$ cat src/rtl/sram_burst_arbiter_if.sv
// -----------------------------------------------------------------------------
// sram_burst_arbiter_if
// Purpose : Bundles the requester-side handshake and the SRAM burst controller
//           bus that the arbiter sits between.
// Modports:
//   slave  - arbiter view: requests and controller strobes in; acks, routed
//            strobes, burst command/address/write data out.
//   master - environment view (requesters + controller), the mirror image.
// Signals :
//   req, req_wr          per-requester level request and direction (1 = write)
//   req_addr, req_din    per-requester word address [19*i +: 19] and write data
//   req_ack, req_done    one-cycle pulses: command issued / burst finished
//   req_rd/wr_valid      controller beat strobes gated to the granted requester
//   dout                 controller read data broadcast to every requester
//   busy, err            arbiter not in IDLE / start-timeout pulse
//   sys_CMD/ADDR/DIN     command (00 nop, 01 write, 11 read), address, data
//   sys_DOUT, sys_*_valid read data and beat strobes from the controller
// -----------------------------------------------------------------------------
interface sram_burst_arbiter_if #(
    parameter int NREQ = 3
) ();
    logic [NREQ-1:0]    req;
    logic [NREQ-1:0]    req_wr;
    logic [NREQ*19-1:0] req_addr;
    logic [NREQ*16-1:0] req_din;
    logic [NREQ-1:0]    req_ack;
    logic [NREQ-1:0]    req_rd_valid;
    logic [NREQ-1:0]    req_wr_valid;
    logic [NREQ-1:0]    req_done;
    logic [15:0]        dout;
    logic               busy;
    logic               err;
    logic [1:0]         sys_CMD;
    logic [18:0]        sys_ADDR;
    logic [15:0]        sys_DIN;
    logic [15:0]        sys_DOUT;
    logic               sys_rd_data_valid;
    logic               sys_wr_data_valid;

    modport slave (
        input  req, req_wr, req_addr, req_din,
        input  sys_DOUT, sys_rd_data_valid, sys_wr_data_valid,
        output req_ack, req_rd_valid, req_wr_valid, req_done, dout, busy, err,
        output sys_CMD, sys_ADDR, sys_DIN
    );

    modport master (
        output req, req_wr, req_addr, req_din,
        output sys_DOUT, sys_rd_data_valid, sys_wr_data_valid,
        input  req_ack, req_rd_valid, req_wr_valid, req_done, dout, busy, err,
        input  sys_CMD, sys_ADDR, sys_DIN
    );
endinterface

$ cat src/rtl/sram_burst_arbiter.sv
// -----------------------------------------------------------------------------
// sram_burst_arbiter
// Purpose : Shares one 16-bit SRAM burst controller (128-word bursts) between
//           NREQ requesters. Requester 0 (video fetch) has fixed priority, the
//           others are served round-robin. Issues a one-cycle burst command,
//           routes write data in and beat strobes out to the granted requester,
//           detects end of burst and enforces an idle gap before the next one.
//           The controller has no reset, so after reset (or any protocol upset)
//           the arbiter waits for QUIET+1 strobe-free cycles before arbitrating.
// Ports   :
//   sys_CLK  in  clock
//   sys_RST  in  asynchronous reset, active high
//   bus      slave modport of sram_burst_arbiter_if (requesters + controller)
// -----------------------------------------------------------------------------
module sram_burst_arbiter #(
    parameter int NREQ          = 3,
    parameter int QUIET         = 8,
    parameter int START_TIMEOUT = 8,
    parameter int GAP_CYCLES    = 2
) (
    input  logic                sys_CLK,
    input  logic                sys_RST,
    sram_burst_arbiter_if.slave bus
);
    localparam int IDXW    = $clog2(NREQ);
    localparam int MAX_AB  = (QUIET > START_TIMEOUT) ? QUIET : START_TIMEOUT;
    localparam int CNT_MAX = (MAX_AB > GAP_CYCLES) ? MAX_AB : GAP_CYCLES;
    localparam int CW      = $clog2(CNT_MAX + 1);

    localparam logic [1:0] CMD_NOP = 2'b00;
    localparam logic [1:0] CMD_WR  = 2'b01;
    localparam logic [1:0] CMD_RD  = 2'b11;

    typedef enum logic [2:0] {
        S_SYNC,
        S_IDLE,
        S_START,
        S_BURST,
        S_GAP
    } state_t;

    state_t          state_q;
    logic [CW-1:0]   cnt_q;      // shared by SYNC (quiet), START (timeout), GAP
    logic [NREQ-1:0] grant_q;
    logic [IDXW-1:0] ptr_q;      // first round-robin candidate among 1..NREQ-1
    logic            is_wr_q;
    logic [1:0]      cmd_q;
    logic [18:0]     addr_q;
    logic [NREQ-1:0] ack_q;
    logic [NREQ-1:0] done_q;
    logic            err_q;

    logic            any_strobe;
    logic            exp_strobe;
    int              win_int;
    logic            win_found;
    logic [NREQ-1:0] win_oh_d;
    logic [18:0]     win_addr_d;
    logic            win_wr_d;
    logic [IDXW-1:0] ptr_d;
    logic [15:0]     din_mux;

    assign any_strobe = bus.sys_rd_data_valid | bus.sys_wr_data_valid;
    assign exp_strobe = is_wr_q ? bus.sys_wr_data_valid : bus.sys_rd_data_valid;

    // Winner selection: requester 0 first, then 1..NREQ-1 scanned from ptr_q.
    // NOTE: every signal gets a default at the top so no path leaves it
    // unassigned, which would otherwise infer a latch.
    always_comb begin
        win_int    = 0;
        win_found  = 1'b0;
        if (bus.req[0]) begin
            win_found = 1'b1;
        end else begin
            for (int k = 0; k < NREQ - 1; k++) begin
                for (int i = 1; i < NREQ; i++) begin
                    if (!win_found && bus.req[i] &&
                        i == ((int'(ptr_q) - 1 + k) % (NREQ - 1)) + 1) begin
                        win_found = 1'b1;
                        win_int   = i;
                    end
                end
            end
        end

        win_oh_d   = '0;
        win_addr_d = '0;
        win_wr_d   = 1'b0;
        for (int i = 0; i < NREQ; i++) begin
            if (i == win_int) begin
                win_oh_d[i] = 1'b1;
                win_addr_d  = bus.req_addr[19*i +: 19];
                win_wr_d    = bus.req_wr[i];
            end
        end

        // Pointer moves past the winner, wrapping NREQ-1 back to 1.
        ptr_d = (win_int == NREQ - 1) ? IDXW'(1) : IDXW'(win_int + 1);
    end

    // Write data of the granted requester; zero when nothing is granted.
    always_comb begin
        din_mux = '0;
        for (int i = 0; i < NREQ; i++) begin
            if (grant_q[i]) begin
                din_mux = din_mux | bus.req_din[16*i +: 16];
            end
        end
    end

    // NOTE: all state here is assigned with <= so every register samples the
    // pre-edge values regardless of statement order.
    always_ff @(posedge sys_CLK or posedge sys_RST) begin
        if (sys_RST) begin
            state_q <= S_SYNC;
            cnt_q   <= '0;
            grant_q <= '0;
            ptr_q   <= IDXW'(1);
            is_wr_q <= 1'b0;
            cmd_q   <= CMD_NOP;
            addr_q  <= '0;
            ack_q   <= '0;
            done_q  <= '0;
            err_q   <= 1'b0;
        end else begin
            // Pulse outputs default low; the states below raise them for one cycle.
            cmd_q  <= CMD_NOP;
            ack_q  <= '0;
            done_q <= '0;
            err_q  <= 1'b0;

            case (state_q)
                S_SYNC: begin
                    if (any_strobe) begin
                        cnt_q <= '0;
                    end else if (cnt_q == CW'(QUIET)) begin
                        cnt_q   <= '0;
                        state_q <= S_IDLE;
                    end else begin
                        cnt_q <= cnt_q + CW'(1);
                    end
                end

                S_IDLE: begin
                    if (|bus.req) begin
                        grant_q <= win_oh_d;
                        ack_q   <= win_oh_d;
                        addr_q  <= win_addr_d;
                        is_wr_q <= win_wr_d;
                        cmd_q   <= win_wr_d ? CMD_WR : CMD_RD;
                        if (win_int != 0) begin
                            ptr_q <= ptr_d;
                        end
                        cnt_q   <= '0;
                        state_q <= S_START;
                    end
                end

                S_START: begin
                    if (exp_strobe) begin
                        state_q <= S_BURST;
                    end else if (cnt_q == CW'(START_TIMEOUT - 1)) begin
                        err_q   <= 1'b1;
                        grant_q <= '0;
                        cnt_q   <= '0;
                        state_q <= S_SYNC;
                    end else begin
                        cnt_q <= cnt_q + CW'(1);
                    end
                end

                S_BURST: begin
                    if (!exp_strobe) begin
                        done_q  <= grant_q;
                        grant_q <= '0;
                        cnt_q   <= '0;
                        state_q <= S_GAP;
                    end
                end

                S_GAP: begin
                    // A stray strobe means the controller is not where we think;
                    // resynchronise rather than issue into an active burst.
                    if (any_strobe) begin
                        cnt_q   <= '0;
                        state_q <= S_SYNC;
                    end else if (cnt_q == CW'(GAP_CYCLES - 1)) begin
                        cnt_q   <= '0;
                        state_q <= S_IDLE;
                    end else begin
                        cnt_q <= cnt_q + CW'(1);
                    end
                end

                default: begin
                    cnt_q   <= '0;
                    grant_q <= '0;
                    state_q <= S_SYNC;
                end
            endcase
        end
    end

    assign bus.req_ack      = ack_q;
    assign bus.req_done     = done_q;
    assign bus.err          = err_q;
    assign bus.busy         = (state_q != S_IDLE);
    assign bus.sys_CMD      = cmd_q;
    assign bus.sys_ADDR     = addr_q;
    assign bus.sys_DIN      = din_mux;
    assign bus.dout         = bus.sys_DOUT;
    assign bus.req_rd_valid = grant_q & {NREQ{bus.sys_rd_data_valid}};
    assign bus.req_wr_valid = grant_q & {NREQ{bus.sys_wr_data_valid}};

endmodule

$ cat src/flat_wrapper.sv
// flat-port wrapper written by rule: the top's interface ports become plain ports
module sram_burst_arbiter_flat 
#(
    parameter int NREQ          = 3,
    parameter int QUIET         = 8,
    parameter int START_TIMEOUT = 8,
    parameter int GAP_CYCLES    = 2
)
  (sys_CLK, sys_RST, bus_req, bus_req_wr, bus_req_addr, bus_req_din, bus_sys_DOUT, bus_sys_rd_data_valid, bus_sys_wr_data_valid, bus_req_ack, bus_req_rd_valid, bus_req_wr_valid, bus_req_done, bus_dout, bus_busy, bus_err, bus_sys_CMD, bus_sys_ADDR, bus_sys_DIN);
  sram_burst_arbiter_if #(.NREQ(NREQ)) bus_i ();
  input  logic sys_CLK;
  input  logic sys_RST;
  input wire logic [$bits(bus_i.req)-1:0] bus_req;
  input wire logic [$bits(bus_i.req_wr)-1:0] bus_req_wr;
  input wire logic [$bits(bus_i.req_addr)-1:0] bus_req_addr;
  input wire logic [$bits(bus_i.req_din)-1:0] bus_req_din;
  input wire logic [$bits(bus_i.sys_DOUT)-1:0] bus_sys_DOUT;
  input wire logic [$bits(bus_i.sys_rd_data_valid)-1:0] bus_sys_rd_data_valid;
  input wire logic [$bits(bus_i.sys_wr_data_valid)-1:0] bus_sys_wr_data_valid;
  output wire logic [$bits(bus_i.req_ack)-1:0] bus_req_ack;
  output wire logic [$bits(bus_i.req_rd_valid)-1:0] bus_req_rd_valid;
  output wire logic [$bits(bus_i.req_wr_valid)-1:0] bus_req_wr_valid;
  output wire logic [$bits(bus_i.req_done)-1:0] bus_req_done;
  output wire logic [$bits(bus_i.dout)-1:0] bus_dout;
  output wire logic [$bits(bus_i.busy)-1:0] bus_busy;
  output wire logic [$bits(bus_i.err)-1:0] bus_err;
  output wire logic [$bits(bus_i.sys_CMD)-1:0] bus_sys_CMD;
  output wire logic [$bits(bus_i.sys_ADDR)-1:0] bus_sys_ADDR;
  output wire logic [$bits(bus_i.sys_DIN)-1:0] bus_sys_DIN;
  assign bus_i.req = bus_req;
  assign bus_i.req_wr = bus_req_wr;
  assign bus_i.req_addr = bus_req_addr;
  assign bus_i.req_din = bus_req_din;
  assign bus_i.sys_DOUT = bus_sys_DOUT;
  assign bus_i.sys_rd_data_valid = bus_sys_rd_data_valid;
  assign bus_i.sys_wr_data_valid = bus_sys_wr_data_valid;
  assign bus_req_ack = bus_i.req_ack;
  assign bus_req_rd_valid = bus_i.req_rd_valid;
  assign bus_req_wr_valid = bus_i.req_wr_valid;
  assign bus_req_done = bus_i.req_done;
  assign bus_dout = bus_i.dout;
  assign bus_busy = bus_i.busy;
  assign bus_err = bus_i.err;
  assign bus_sys_CMD = bus_i.sys_CMD;
  assign bus_sys_ADDR = bus_i.sys_ADDR;
  assign bus_sys_DIN = bus_i.sys_DIN;
  sram_burst_arbiter #(.NREQ(NREQ), .QUIET(QUIET), .START_TIMEOUT(START_TIMEOUT), .GAP_CYCLES(GAP_CYCLES)) u_core (.sys_CLK(sys_CLK), .sys_RST(sys_RST), .bus(bus_i));
endmodule
$ cat config.mk
export PLATFORM = sky130hd
export DESIGN_NAME = sram_burst_arbiter_flat
export DESIGN_NICKNAME = d
export VERILOG_FILES = /design/src/rtl/sram_burst_arbiter_if.sv /design/src/rtl/sram_burst_arbiter.sv /design/src/flat_wrapper.sv
export SDC_FILE = /design/constraint.sdc
export NUM_CORES = 1
export LEC_CHECK = 0
export ABC_AREA = 1
export ABC_CLOCK_PERIOD_IN_PS = 2000
export BUFFER_PORTS_ARGS = -buffer_cell sky130_fd_sc_hd__buf_2
export CELL_PAD_IN_SITES_DETAIL_PLACEMENT = 1
export CELL_PAD_IN_SITES_GLOBAL_PLACEMENT = 1
export CORE_MARGIN = 4
export CORE_UTILIZATION = 26
export CTS_CLUSTER_DIAMETER = 50
export DETAILED_ROUTE_END_ITERATION = 6
export PLACE_DENSITY = 0.91
export SLEW_MARGIN = 20
export SYNTH_ARGS = -nofsm -noshare
export SYNTH_HDL_FRONTEND = slang
export SYNTH_SLANG_ARGS = --single-unit
export TNS_END_PERCENT = 100
$ cat constraint.sdc
create_clock -name sys_CLK -period 2 [get_ports sys_CLK]
set_clock_uncertainty 0.2 [all_clocks]
set_input_delay 0.1 -clock sys_CLK [delete_from_list [all_inputs] [get_ports sys_CLK]]
set_output_delay 0.1 -clock sys_CLK [all_outputs]
set_load 0.03 [all_outputs]
==> results of run 1 <==
[kinds of logic (layout without fill, tap and decap cells)]
logic type / Yosys count / count (layout) / synth area share (%)
adder cells (fa/ha/maj): 3 / 3 / 1.362
AND/OR/NAND/NOR: 298 / 298 / 47.39
AO/OA/AOI/OAI: 9 / 9 / 1.725
buffers and inverters: 68 / 280 / 12.26
flip-flops: 41 / 41 / 37.27
[cells in the mapped netlist, drive strengths merged]
| master | instances |
|---|---|
| a21oi | 2 |
| buf | 30 |
| clkbuf | 4 |
| dfrtp | 40 |
| dfstp | 1 |
| ha | 3 |
| inv | 34 |
| nand2 | 195 |
| nand3 | 73 |
| nand3b | 1 |
| nand4 | 5 |
| nor2 | 21 |
| nor3 | 2 |
| nor4 | 1 |
| o21ai | 6 |
| o21bai | 1 |
[repair_timing]
item,CTS,global route
gates resized for setup,0,3
setup endpoints to repair,0,22
endpoints found under the hold margin,40,0
hold buffers,61,0
[state kept, by name, summed over array words and instances, names as in the netlist]
signal,count
u_core.state_q,3
u_core.bus.req_done,3
u_core.is_wr_q,1
u_core.bus.err,1
u_core.cnt_q,4
u_core.bus.sys_ADDR,19
u_core.grant_q,3
u_core.ptr_q,2
u_core.bus.sys_CMD,2
u_core.bus.req_ack,3
[power breakdown]
part	switching (W)	internal, W	total [W]
sequential	0.000283	0.00114	0.00142
clock	0.000321	0.000281	0.000602
combinational	0.00213	0.000949	0.00308
total	0.00273	0.00237	0.00510
[per-layer routing]
layer,GRT usage (%),vias up,wire length [µm],part of all wire (%)
met3,6.878,43,1252,9.4
met1,23.45,1725,5092,38
met5,0,-,0,0
met4,9.031,0,450,3.4
li1,-,1717,-,-
met2,37.14,186,6469,49
[critical path: stages, from the launching register on]
cell	delay, ns
dfstp_2	0.54
inv_1	0.05
nand3_1	0.11
nand2_1	0.09
nand2_2	0.14
clkinvlp_4	0.27
nand2_1	0.19
nand3_1	0.09
nand2_1	0.07
nand2_1	0.06
[path summary, 6_finish.rpt]
check	from	end	slack, ns	cells past startpoint
max in group asynchronous	sys_RST	u_core.bus.sys_CMD[1]	0.83	4
setup / recovery	u_core.ptr_q[0]	u_core.bus.sys_ADDR[4]	0.09	9
hold reg to reg	u_core.bus.sys_ADDR[17]	u_core.bus.sys_ADDR[17]	0.29	2
min in group asynchronous	sys_RST	u_core.bus.req_ack[1]	0.15	3
hold / removal	bus_sys_DOUT[10]	bus_dout[10]	0.00001	0
setup reg to reg	u_core.ptr_q[0]	u_core.bus.sys_ADDR[4]	0.09	9
[layout make-up]
| cell class | count | area [µm²] | area share [%] |
|---|---|---|---|
| Inverter | 34 | 131.4 | 3.026 |
| Sequential cell | 41 | 1028 | 23.69 |
| Clock inverter | 1 | 7.507 | 0.1729 |
| Timing Repair inverter | 1 | 7.507 | 0.1729 |
| Tap cell | 136 | 170.2 | 3.919 |
| Timing Repair Buffer | 237 | 1519 | 34.99 |
| Clock buffer | 7 | 86.33 | 1.988 |
| Multi-Input combinational cell | 310 | 1391 | 32.05 |
[per-stage QoR]
step / cells / utilization (%) / cell area [µm²]
2_1_floorplan: 419 / - / 2756
3_3_place_gp: 697 / 35.11 / 3625
3_5_place_dp: 697 / 35.11 / 3625
4_1_cts: 766 / 41.93 / 4329
5_1_grt: 767 / 42.06 / 4342
6_report: 767 / 42.06 / 4342
==> results.py, run 1 <==
metrics = {
    "run_status": {
        "status": "finished, final reports clean",
    },
    "critical_path": {
        "cp_max_fo": 11,
        "startpoint_type": "flop",
        "path_class": "flop to flop",
        "required_ns": 2.00,
        "end_kind": "flop",
        "critPathArrivalTime_ns": 1.91,
    },
    "sta": {
        "whs_ns": 0.00001116,
        "setup_viol": 0,
        "drv_slew": 0,
        "fin_tns_setup_ns": 0,
        "fin_crit_sh_pct": 95.50,
        "fmax_mhz": 523.6,
        "finalHoldViolCount": 0,
        "tightest_slew_ns": 0.4676,
        "worst_slack_ns": 0.09007,
        "final.min_clock_period_ns": 1.910,
        "rsz0062_at_grt": "yes",
        "relSlewSlack_pct": 68.78,
    },
    "floorplanning": {
        "rows": 37,
        "start_util_pct": 26.70,
        "die_x_um": 111.0,
        "chipHeight_um": 111.0,
        "io_pins": 198,
        "core_um2": 10320,
        "die-area_um2": 12310,
    },
    "global_route": {
        "grt_pass1_wl_mm": 21.09,
        "antenna_found_initial": 0,
        "track_usage_pct": 21.19,
        "overflow": 0,
        "grt_max_degree": 24,
        "grt_pass1_vias": 4014,
    },
    "power_and_ir_drop": {
        "vdd_drop_max_v": 0.0005140,
        "power.total_w": 0.005103,
        "p_leak_nw": 2.468,
        "p_per_area_nw_per_um2": 1175,
    },
    "synth": {
        "synth_largest_area_cell": "dfrtp_1",
        "syn_area_per_cell_um2": 6.579,
        "synth.distinct_cells": 25,
        "synth_nets": 553,
        "synth.area.top_cells": "dfrtp_1, nand2_1, nand3_1",
        "yosysWarningCount": 0,
        "syn_inst": 419,
        "synth_area_um2": 2756,
        "ys_ff_latch": 41,
        "yosysTopAreaCellShare_pct": 36.31,
        "seq_area_frac_synth_pct": 37.27,
    },
    "cts": {
        "cts.sinks": 41,
        "cts_root_buffer": "clkbuf_8",
        "cts_inserted_buffers": 5,
        "cts_tree": "done",
        "h-tree-depth": 2,
        "insertion_delay_ns": 0.30,
        "post_cts_buffers": 0,
        "cts.clk_slew.worst_paths_ns": 0.09,
        "cts.path.max_buffers": 2,
    },
    "routing": {
        "wl_mm": 13.27,
        "drtIter0Drc": 144,
        "viasPerCell": 4.786,
        "route.detailed.drc": 0,
        "wl_per_cell_um": 17.29,
        "vias": 3671,
        "ant_nets": 0,
        "drtPass1Iterations": 4,
    },
    "finish": {
        "antenna_cells": 0,
        "fillers": 1362,
        "final_nets": 764,
        "mostFrequentLayoutCells": "nand2_1, buf_2, nand3_1, dlygate4sd3_1, dfrtp_1",
        "final_layout_size_suffix_gt1_share_pct": 32.81,
        "syn_to_final_growth_pct": 57.51,
        "final_common_cell": "nand2_1",
    },
    "hold_path": {
        "min_path_type": "input pin to primary output",
    },
    "placed_design": {
        "gp_routability_congestion": 0.8292,
        "port_buffers": 165,
        "place_hpwl_mm": 8.290,
        "pre_cts_slack_ns": 0.04250,
    },
    "run": {
        "max_cap_violations": 0,
    },
}
No activity file was read; power rests on OpenSTA's default activity.
==> run 2, diff against run 1 <==
ABC_AREA = unset   (was 1)
CORE_UTILIZATION = 28   (was 26)
PLACE_DENSITY = unset   (was 0.91)
PLACE_DENSITY_LB_ADDON = 0.1   (was unset)
==> run 2 against run 1 <==
Clock-buffer cell count shrank 2. Design area shrank 3.9%. Worst setup slack gained 0.029 ns. Sequential power grew 3%. Critical endpoint is now u_core.is_wr_q.
==> results.py, run 2 <==
metrics = {
    "run_status": {
        "status": "finished, final reports clean",
    },
    "synth": {
        "ys.flop_type": "dfrtp_1",
        "synth_edf_count": 0,
        "synth_largest_area_cell": "dfrtp_1",
        "synth.area.top_cells": "dfrtp_1, o21ai_1, a222oi_1",
        "ys_ff_latch": 41,
        "synth_nets": 433,
        "yosysTopAreaCellShare_pct": 37.79,
        "syn_area_per_cell_um2": 8.859,
        "yosysWarningCount": 0,
        "syn_inst": 299,
        "synth.distinct_cells": 46,
        "ys_top_cells_by_count": "dfrtp_1, o21ai_1, nand2_1, inv_1, a211oi_1",
        "synth_area_um2": 2649,
        "synthArstFlopShare_pct": 100.0,
        "seq_area_frac_synth_pct": 38.78,
        "yosysMostFrequentCell": "dfrtp_1",
    },
    "finish": {
        "largest_reg_flops": 19,
        "antenna_cells": 0,
        "regArea_um2": 1031,
        "fillers": 1126,
        "mostFrequentLayoutCells": "buf_2, dlygate4sd3_1, dfrtp_1, o21ai_1, nand2_1",
        "final_common_cell": "buf_2",
        "multi_input_area_um2": 1282,
        "final_nets": 633,
        "syn_to_final_growth_pct": 57.58,
        "final_layout_size_suffix_gt1_share_pct": 41.20,
    },
    "power_and_ir_drop": {
        "power.total_w": 0.005186,
        "clkPwrFrac_pct": 15.8,
        "p_per_area_nw_per_um2": 1242,
        "power_frac_seq_pct": 28.2,
        "p_leak_nw": 2.189,
        "p_int_w": 0.002704,
        "vdd_drop_max_v": 0.0004197,
        "p_switching_w": 0.002482,
        "p_comb_share_pct": 56.0,
        "switching_share_pct": 47.86,
    },
    "floorplanning": {
        "start_util_pct": 28.67,
        "io_pins": 198,
        "core_um2": 9240,
        "die_x_um": 105.3,
        "chipHeight_um": 105.3,
        "die-area_um2": 11080,
        "rows": 35,
    },
    "global_route": {
        "antenna_found_initial": 0,
        "track_usage_pct": 19.06,
        "grt_pass1_wl_mm": 17.12,
        "grt_max_degree": 42,
        "grt_pass1_vias": 3307,
        "overflow": 0,
    },
    "critical_path": {
        "slowest_stage": "dfstp_2",
        "crit_start": "u_core.ptr_q[0]",
        "required_ns": 2.00,
        "cp_max_fo": 7,
        "path_delay_family": "simple AND/OR/NAND/NOR gates",
        "startpoint_type": "flop",
        "path_class": "flop to flop",
        "end_kind": "flop",
        "r2r-start": "u_core.ptr_q[0]",
        "critPathArrivalTime_ns": 1.88,
        "worst-path-buf-inv": 1,
        "critical_path.cell_chain": "nand3b_1 -> nand2_1 -> buf_4 -> or2_2 -> a31o_1",
        "max_stage_delay_ns": 0.55,
    },
    "cts": {
        "cts.path.max_buffers": 2,
        "h-tree-depth": 2,
        "cts.sinks": 41,
        "cts.clk_slew.worst_paths_ns": 0.09,
        "cts_root_buffer": "clkbuf_8",
        "insertion_delay_ns": 0.30,
        "post_cts_buffers": 0,
        "cts_inserted_buffers": 5,
        "cts_tree": "done",
    },
    "sta": {
        "fin_tns_setup_ns": 0,
        "final.min_clock_period_ns": 1.881,
        "fin_crit_sh_pct": 94.04,
        "drv_slew": 0,
        "rsz0062_at_grt": "no",
        "fmax_mhz": 531.7,
        "setup_viol": 0,
        "relSlewSlack_pct": 63.66,
        "tightest_slew_ns": 0.5451,
        "finalHoldViolCount": 0,
    },
    "routing": {
        "vias": 3041,
        "drtIter0Drc": 193,
        "viasPerCell": 4.835,
        "route.detailed.drc": 0,
        "drtPass1Iterations": 5,
        "wl_per_cell_um": 16.48,
        "wl_mm": 10.37,
        "ant_nets": 0,
    },
    "placed_design": {
        "port_buffers": 165,
        "gp_routability_congestion": 0.7782,
        "place_hpwl_mm": 7.301,
    },
    "hold_path": {
        "min_path_type": "input pin to primary output",
        "worstHoldStart": "bus_sys_DOUT[0]",
    },
    "run": {
        "max_cap_violations": 0,
    },
}
-- run 2: changes by cell type after synthesis, sizes merged, moves of 12 or more --
| cell | change |
|---|---|
| nand2 | -169 |
| nand3 | -72 |
| o21ai | +38 |
| a211oi | +21 |
| and3 | +19 |
| a222oi | +16 |
| nor2 | -12 |
-- run 2: cell families (layout without fill, tap and decap cells) --
kind of cell,count (synthesis),after routing,synth area share (%)
AO/OA/AOI/OAI,105,105,28.39
adder cells (fa/ha/maj),3,3,1.417
flip-flops,41,41,38.78
multiplexers,2,2,0.9446
AND/OR/NAND/NOR,86,86,17.67
buffers and inverters,62,263,12.80
-- run 2: final cells by class --
class,instances,share of cell area (%)
Timing Repair Buffer,231,35.13
Tap cell,129,3.867
Clock inverter,3,1.649
Multi-Input combinational cell,196,30.73
Inverter,24,2.278
Clock buffer,5,1.649
Sequential cell,41,24.70
-- run 2: worst reg2reg max path: stages, from the launching register on --
cell	delay [ns]
dfstp_2	0.55
nand3b_1	0.14
nand2_1	0.18
buf_4	0.22
or2_2	0.29
a31o_1	0.21
-- run 2: routing by layer --
| metal | vias to the layer above | wire length, µm | GRT usage, % | part of all wire, % |
|---|---|---|---|---|
| met1 | 1447 | 3984 | 21.06 | 38 |
| met3 | 16 | 806 | 6.307 | 7.8 |
| met2 | 117 | 5356 | 34.38 | 52 |
| met4 | 0 | 222 | 5.904 | 2.1 |
| li1 | 1461 | - | - | - |
| met5 | - | 0 | 0 | 0 |
-- run 2: worst paths after layout --
path | depth (start not counted) | slack [ns] | end
setup reg to reg | 5 | 0.12 | u_core.is_wr_q
hold / removal | 0 | 0.00001 | bus_dout[0]
max in group asynchronous | 4 | 0.90 | u_core.grant_q[2]
hold reg to reg | 2 | 0.29 | u_core.bus.sys_ADDR[17]
min in group asynchronous | 4 | 0.27 | u_core.bus.sys_ADDR[16]
setup / recovery | 5 | 0.12 | u_core.is_wr_q
-- run 2: timing repair --
action / in CTS / in global routing
gates resized for setup: 0 / 3
endpoints found under the setup margin: 0 / 15
hold buffers: 53 / 0
endpoints found under the hold margin: 61 / 0
-- run 2: per-stage QoR --
stage               area, µm²  hold WS [ns]  cells  utilization [%]  setup slack [ns]
CTS                      4170     0.0002048    629            45.13           0.02457
floorplan                2649       0.02411    299                -            0.1755
detailed placement       3502     0.0002048    568            37.90            0.1235
global placement         3502     0.0002048    568            37.90            0.1782
finish                   4174    0.00001160    629            45.17            0.1192
global route             4174    0.00004346    629            45.17           0.01770
-- run 2: power by group through the flow --
| stage | Combinational [W] | Sequential [W] | Clock, W |
|---|---|---|---|
| 2_1_floorplan | 0.00179 | 0.00171 | 0 |
| 3_3_place_gp | 0.00282 | 0.00146 | 0 |
| 3_5_place_dp | 0.00286 | 0.00147 | 0 |
| 4_1_cts | 0.00295 | 0.00146 | 0.000844 |
| 5_1_grt | 0.00319 | 0.00152 | 0.000890 |
| 6_report | 0.00290 | 0.00146 | 0.000822 |
==> run 3, diff against run 2 <==
ABC_AREA = 1   (was unset)
CORE_UTILIZATION = 26   (was 28)
==> run 3 against run 2 <==
Critical path depth increased by 4. Routed wire length increased by 9.7%. Fmax increased by 2.7%. Largest cell class unchanged. Clock power decreased by 32%. Critical endpoint is now u_core.bus.sys_ADDR[0]. Clock-buffer cell count unchanged. Worst setup slack improved by 0.050 ns.
==> results.py, run 3 (synthesis results as in run 1) <==
metrics = {
    "finish": {
        "syn_to_final_growth_pct": 56.65,
        "design_area_um2": 4318,
        "final_layout_size_suffix_gt1_share_pct": 32.59,
        "antenna_cells": 0,
        "largest_reg_flops": 19,
        "fillers": 1346,
        "final_common_cell": "nand2_1",
        "layout.cells.non_filler": 765,
        "mostFrequentLayoutCells": "nand2_1, buf_2, nand3_1, dlygate4sd3_1, dfrtp_1",
        "final_nets": 762,
    },
    "run_status": {
        "status": "finished, final reports clean",
    },
    "floorplanning": {
        "io_pins": 198,
        "chipHeight_um": 111.0,
        "die-area_um2": 12310,
        "core_um2": 10320,
        "start_util_pct": 26.70,
        "rows": 37,
        "die_x_um": 111.0,
    },
    "global_route": {
        "antenna_found_initial": 0,
        "grt_pass1_wl_mm": 19.15,
        "track_usage_pct": 18.77,
        "grt_pass1_vias": 3831,
        "overflow": 0,
        "grt_max_degree": 24,
    },
    "critical_path": {
        "slowest_stage": "dfstp_2",
        "cp_max_fo": 11,
        "end_kind": "flop",
        "startpoint_type": "flop",
        "critPathArrivalTime_ns": 1.83,
        "path_class": "flop to flop",
        "required_ns": 2.00,
        "critical_path.cell_chain": "inv_1 -> nand3_1 -> nand2_1 -> nand2_2 -> clkinvlp_4 -> nand2_1 -> nand3_1 -> nand2_1 -> nand2_1",
        "cp_common_cell": "nand2_1",
        "max_stage_delay_ns": 0.54,
    },
    "placed_design": {
        "gp_routability_congestion": 0.7998,
        "place_hpwl_mm": 7.752,
        "port_buffers": 165,
        "placedCellCount": 695,
        "pre_cts_slack_ns": 0.1342,
        "dpl-instance-area_um2": 3610,
    },
    "routing": {
        "viasPerCell": 4.480,
        "wl_mm": 11.37,
        "wl_per_cell_um": 14.87,
        "drtPass1Iterations": 4,
        "route.detailed.drc": 0,
        "vias": 3427,
        "ant_nets": 0,
        "drtIter0Drc": 116,
    },
    "sta": {
        "fmax_mhz": 546.2,
        "drv_slew": 0,
        "relSlewSlack_pct": 56.35,
        "worst_slack_ns": 0.1693,
        "tightest_slew_ns": 0.6548,
        "whs_ns": 0.00001114,
        "fin_tns_setup_ns": 0,
        "final.min_clock_period_ns": 1.831,
        "fin_crit_sh_pct": 91.54,
        "setup_viol": 0,
        "rsz0062_at_grt": "no",
        "finalHoldViolCount": 0,
    },
    "cts": {
        "cts.path.max_buffers": 2,
        "cts.sinks": 41,
        "insertion_delay_ns": 0.30,
        "cts_tree": "done",
        "cts_root_buffer": "clkbuf_8",
        "h-tree-depth": 2,
        "post_cts_buffers": 0,
        "cts_inserted_buffers": 5,
        "cts.clk_slew.worst_paths_ns": 0.09,
    },
    "hold_path": {
        "min_path_type": "input pin to primary output",
    },
    "run": {
        "max_cap_violations": 0,
    },
    "power_and_ir_drop": {
        "vdd_drop_max_v": 0.0004028,
        "p_per_area_nw_per_um2": 1147,
        "p_leak_nw": 2.459,
    },
}
-- run 3: final cells by class --
cell class	count	area (µm²)	area share [%]
clock buffers	5	68.82	1.594
inverters	34	131.4	3.043
clock inverters	3	17.52	0.4057
well taps	136	170.2	3.941
repair inverters	1	7.507	0.1739
flip-flops and latches	41	1027	23.79
repair buffers	235	1504	34.83
multi-input cells	310	1391	32.22
-- run 3: critical path, delay by kind of cell, from the launching register on --
family        cells  cell delay, ns
buf+inv           2            0.32
flops             1            0.54
simple gates      7            0.68
-- run 3: metal layers --
layer,wire length (µm),vias to the layer above,share of wire (%),GRT usage (%)
li1,-,1709,-,-
met1,4627,1573,41,21.33
met2,5787,127,51,34.34
met3,781,18,6.9,5.186
met4,178,0,1.6,5.090
met5,0,-,0,0
-- run 3: what timing repair did --
item	CTS	global route
hold buffers	61	0
hold endpoints to repair	41	0
setup endpoints to repair	0	19
resized for setup	0	2
-- run 3: final timing paths --
| check | from | end | depth (start not counted) | slack [ns] |
|---|---|---|---|---|
| min in group asynchronous | sys_RST | u_core.cnt_q[0] | 3 | 0.15 |
| setup reg to reg | u_core.ptr_q[0] | u_core.bus.sys_ADDR[0] | 9 | 0.17 |
| max in group asynchronous | sys_RST | u_core.ptr_q[0] | 4 | 0.83 |
| hold reg to reg | u_core.bus.sys_ADDR[17] | u_core.bus.sys_ADDR[17] | 2 | 0.28 |
| setup / recovery | u_core.ptr_q[0] | u_core.bus.sys_ADDR[0] | 9 | 0.17 |
| hold / removal | bus_sys_DOUT[10] | bus_dout[10] | 0 | 0.00001 |
-- run 3: through the flow --
step	util [%]	power, W
2_1_floorplan	-	0.003449
3_3_place_gp	34.97	0.004284
3_5_place_dp	34.97	0.004333
4_1_cts	41.72	0.004997
5_1_grt	41.83	0.005383
6_report	41.83	0.004954
-- run 3: power by group --
group | switching, W | leakage [nW] | internal (W)
registers | 0.000300 | 0.529 | 0.00114
clock network | 0.000321 | 0.0439 | 0.000242
logic | 0.00202 | 1.89 | 0.000937
total | 0.00264 | 2.46 | 0.00231
